File: src/rtl/led_shift_driver.sv
// led_shift_driver: serialises a parallel LED word MSB-first into a 74HC595-style
// shift/latch register, refreshing continuously while enabled.
module led_shift_driver #(
    parameter int WIDTH   = 8,
    parameter int CLK_DIV = 2
) (
    input  logic             clk,
    input  logic             rst,
    input  logic             enable,
    input  logic [WIDTH-1:0] led,
    output logic             sr_clk,
    output logic             sr_data,
    output logic             sr_latch,
    output logic             busy,
    output logic             frame_done
);
    localparam int BW = WIDTH > 1 ? $clog2(WIDTH) : 1;
    localparam int DW = CLK_DIV > 1 ? $clog2(CLK_DIV) : 1;
    localparam logic [BW-1:0] BIT_LAST = BW'(WIDTH - 1);
    localparam logic [DW-1:0] DIV_LAST = DW'(CLK_DIV - 1);

    typedef enum logic [1:0] {IDLE, SHIFT, LATCH} state_t;

    state_t           state_q, state_d;
    logic [WIDTH-1:0] shreg_q, shreg_d;
    logic [BW-1:0]    bit_q, bit_d;
    logic [DW-1:0]    div_q, div_d;
    logic             sr_clk_q, sr_clk_d;
    logic             sr_data_q, sr_data_d;
    logic             sr_latch_q, sr_latch_d;
    logic             busy_q, busy_d;
    logic             frame_done_q, frame_done_d;

    assign sr_clk     = sr_clk_q;
    assign sr_data    = sr_data_q;
    assign sr_latch   = sr_latch_q;
    assign busy       = busy_q;
    assign frame_done = frame_done_q;

    always_comb begin
        state_d      = state_q;
        shreg_d      = shreg_q;
        bit_d        = bit_q;
        div_d        = div_q;
        sr_clk_d     = sr_clk_q;
        sr_data_d    = sr_data_q;
        sr_latch_d   = sr_latch_q;
        busy_d       = busy_q;
        frame_done_d = 1'b0;
        case (state_q)
            IDLE: begin
                if (enable) begin
                    shreg_d   = led;
                    sr_data_d = led[WIDTH-1];
                    busy_d    = 1'b1;
                    bit_d     = '0;
                    div_d     = '0;
                    state_d   = SHIFT;
                end
            end
            SHIFT: begin
                if (div_q == DIV_LAST) begin
                    div_d    = '0;
                    sr_clk_d = !sr_clk_q;
                    // End of the high phase: either move to the next bit or finish the frame
                    if (sr_clk_q) begin
                        if (bit_q == BIT_LAST) begin
                            bit_d      = '0;
                            sr_data_d  = 1'b0;
                            sr_latch_d = 1'b1;
                            state_d    = LATCH;
                        end else begin
                            bit_d     = bit_q + 1'b1;
                            shreg_d   = shreg_q << 1;
                            sr_data_d = shreg_d[WIDTH-1];
                        end
                    end
                end else begin
                    div_d = div_q + 1'b1;
                end
            end
            LATCH: begin
                if (div_q == DIV_LAST) begin
                    div_d        = '0;
                    sr_latch_d   = 1'b0;
                    busy_d       = 1'b0;
                    frame_done_d = 1'b1;
                    state_d      = IDLE;
                end else begin
                    div_d = div_q + 1'b1;
                end
            end
            default: state_d = IDLE;
        endcase
    end

    always_ff @(posedge clk or negedge rst) begin
        if (!rst) begin
            state_q      <= IDLE;
            shreg_q      <= '0;
            bit_q        <= '0;
            div_q        <= '0;
            sr_clk_q     <= 1'b0;
            sr_data_q    <= 1'b0;
            sr_latch_q   <= 1'b0;
            busy_q       <= 1'b0;
            frame_done_q <= 1'b0;
        end else begin
            state_q      <= state_d;
            shreg_q      <= shreg_d;
            bit_q        <= bit_d;
            div_q        <= div_d;
            sr_clk_q     <= sr_clk_d;
            sr_data_q    <= sr_data_d;
            sr_latch_q   <= sr_latch_d;
            busy_q       <= busy_d;
            frame_done_q <= frame_done_d;
        end
    end
endmodule

File: config.mk
export PLATFORM = sky130hd
export DESIGN_NAME = led_shift_driver
export DESIGN_NICKNAME = d
export VERILOG_FILES = /design/src/rtl/led_shift_driver.sv
export SDC_FILE = /design/constraint.sdc
export NUM_CORES = 1
export LEC_CHECK = 0
export ABC_AREA = 1
export CAP_MARGIN = 30
export CORE_UTILIZATION = 47
export DETAILED_ROUTE_END_ITERATION = 6
export PLACE_DENSITY = 0.79
export SKIP_LAST_GASP = 1
export SYNTH_ARGS = -nofsm -noshare
export SYNTH_HDL_FRONTEND = slang
export SYNTH_SLANG_ARGS = --single-unit
export TNS_END_PERCENT = 20
File: constraint.sdc
create_clock -name clk -period 1.3 [get_ports clk]
set_input_delay 0.26 -clock clk [delete_from_list [all_inputs] [get_ports clk]]
set_output_delay 0.26 -clock clk [all_outputs]
set_load 0.02 [all_outputs]
==> flow_metrics.env <==
export IMPL_leakagePower_nw=0.791
export IMPL_antenna_found_initial=0
export IMPL_fin_crit_ns=1.49
export IMPL_design_die_area_um2=2380
export IMPL_tightest_slew_ns=0.255
export IMPL_clk_path_buf_depth=2
export IMPL_r2r_cells=8
export IMPL_ys_ff_latch=18
export IMPL_post_route_period_util_pct=114
export IMPL_ir_drop_uv=1590
export IMPL_die_width_um=48.8
export IMPL_num_nets_final=186
export IMPL_ys_top_cells_by_area="dfrtp_1 44%, nand2_1 20%, ha_1 8.5%, nand3_1 5.8%, inv_1 4.4%"
export IMPL_initial_core_util_pct=51.5
export IMPL_port_buffers=15
export IMPL_cts_buffers=3
export IMPL_critPathLaunch="frame_done"
export IMPL_grt_util_all_layers_pct=20.8
export IMPL_grt_pass1_wl_um=3830
export IMPL_crit_path_max_incr_delay_ns=0.59
export IMPL_startpoint_type="register"
export IMPL_clk_pin_slew_ns=0.11
export IMPL_core_um2=2000
export IMPL_finalPower_mw=3.71
export IMPL_skew_ns=0.00194
export IMPL_die_h_um=48.8
export IMPL_synth_most_common_cell="nand2_1"
export IMPL_place_hpwl_um=1620
export IMPL_ctsRootBufferMaster="clkbuf_4"
export IMPL_grt_pass1_vias=909
export IMPL_utilization_pct=74.4
export IMPL_cp_data_required_time_ns=1.04
export IMPL_syn_instance_count=132
export IMPL_drc=0
export IMPL_netlist_area_um2=1030
export IMPL_grt_max_degree=19
export IMPL_criticalPathCategory="register to output port"
export IMPL_synthTopCellsByCount="54 x nand2_1, 18 x dfrtp_1, 12 x inv_1, 12 x nand3_1, 7 x ha_1"
export IMPL_synth_cell_types=19
export IMPL_rows=16
export IMPL_gr_total_overflow=0
export IMPL_yosysTopAreaCellShare_pct=43.7
export IMPL_holdBufCountCts=0
export IMPL_top_layer_used="met4"
export IMPL_clock_sinks=18
export IMPL_n_antenna_cell=0
export IMPL_yosys_warnings=0
export IMPL_drive_above_1_share_pct=26.9
export IMPL_fin_ws_ns=-0.187
export IMPL_dp_slack_ns=-0.207
export IMPL_wl_met3_um=77
export IMPL_synth_fp_nets=150
export IMPL_critPathSlowestCell="clkdlybuf4s50_1"
export IMPL_path_max_fanout=1
export IMPL_maxCapViolCount=0
export IMPL_reg2reg_slack_ns=-0.16
export IMPL_violations="setup timing"
export IMPL_synthToLayoutAreaGrowth_pct=44.5
export IMPL_cp_top_family="buffers and inverters"
export IMPL_status="finished with violations"
export IMPL_routed_wl_um=2590
export IMPL_gp_congestion=0.882
export IMPL_synth_top_area_cell="dfrtp_1"
export IMPL_cp_end_kind="output port"
export IMPL_cp_arrival_ns=1.23
export IMPL_synth_edff_count=0
export IMPL_drtPass1Iterations=4
export IMPL_placed_cells=185
export IMPL_rsz0062_at_grt="yes"
export IMPL_crit_chain="clkdlybuf4s50_1"
export IMPL_fmax_mhz=672
export IMPL_worst_r2r_endpoint="shreg_q[4]"
export IMPL_rr_startpoint="bit_q[1]"
export IMPL_synth_seq_area_share_pct=43.7
export IMPL_ios=16
export IMPL_place_area_um2=1320
export IMPL_avgRoutedWirePerCell_um=13.3
export IMPL_finalInstanceArea_um2=1490
export IMPL_p_per_area_nw_per_um2=2490
export IMPL_critPathBufInv=1
export IMPL_via_per_inst=5.13
export IMPL_htree_levels=1
export IMPL_ys_flop_type="dfrtp_1"
export IMPL_finalMaxSlewViolations=0
export IMPL_tritoncts="done"
export IMPL_clkLatencyLatePin_ns=0.29
export IMPL_wirelength_met1_um=1090
export IMPL_postSynthAreaPerCell_um2=7.81
export IMPL_hold_viol=0
export IMPL_vias=996
export IMPL_synthArstFlopShare_pct=100
export IMPL_worstHoldPathType="primary input to asynchronous set/reset pin"
export IMPL_drt_iter0_markers=28
export IMPL_wl_met2_um=1350
export IMPL_setup_viol=16
export IMPL_ant_nets=0
export IMPL_finalNonFillerCells=194
export IMPL_slew_headroom_pct=82.9
==> metal layers <==
| layer | vias up | global-route usage [%] |
|---|---|---|
| li1 | 486 | - |
| met1 | 478 | 26.0 |
| met2 | 24 | 34.3 |
| met3 | 8 | 2.80 |
| met4 | 0 | 11.8 |
| met5 | - | 0 |
==> sequential cells by signal, indices dropped and copies added (netlist names) <==
name,cells
bit_q,3
busy,1
div_q,1
frame_done,1
shreg_q,7
sr_clk,1
sr_data,1
sr_latch,1
state_q,2
==> layout by cell type, fill, tap and decap left out, drive strengths merged <==
cell,n
dlymetal6s2s,1
nand2,61
a21oi,1
or2,1
nor2,2
ha,7
clkdlybuf4s50,11
dfrtp,18
clkbuf,4
nand3b,1
clkinv,1
nand4,2
nand3,12
buf,19
o21ai,8
o21bai,2
inv,13
dlygate4sd2,3
==> how the worst max path moves through the flow <==
stage | endpoint | slack (ns) | cells past startpoint
detailed placement | bit_q[2] | -0.21 | 8
global route | shreg_q[4] | -0.24 | 8
finish | frame_done | -0.19 | 1
global placement | bit_q[2] | -0.16 | 8
floorplan | state_q[0] | -0.006 | 7
CTS | sr_data | -0.23 | 1
==> final cells by class <==
cell class | count | area (um2)
well taps | 27 | 33.8
inverters | 14 | 70.1
flip-flops and latches | 18 | 452
clock buffers | 4 | 36.3
multi-input cells | 97 | 587
repair buffers | 34 | 312
fillers | 144 | 512
==> stage by stage <==
| step | setup TNS [ns] | hold WS [ns] |
|---|---|---|
| 2_1_floorplan | -0.0110 | -0.0356 |
| 3_3_place_gp | -1.73 | 0.454 |
| 3_5_place_dp | -2.29 | 0.460 |
| 4_1_cts | -3.03 | 0.285 |
| 5_1_grt | -3.00 | 0.302 |
| 6_report | -1.71 | 0.285 |
==> repair_timing <==
item | CTS | global route
gates resized for setup | 3 | 30
setup endpoints to repair | 19 | 20
setup buffers | 0 | 6
pin swaps | 0 | 9
hold endpoints to repair | 0 | 0
==> report_power, final <==
part	internal, mW	total (mW)	switching [mW]
Clock	0.171	0.352	0.182
Combinational	1.03	2.38	1.35
Sequential	0.804	0.982	0.178
Total	2.00	3.71	1.71
==> logic make-up after synthesis <==
kind of cell             count (synthesis)  synth area share (%)
AND/OR/NAND/NOR                         79                  33.5
AO/OA/AOI/OAI                           11                  5.82
flip-flops                              18                  43.7
adder cells (fa/ha/maj)                  7                  8.49
buffers and inverters                   17                  8.49
Power figures use the tool's default switching activity.
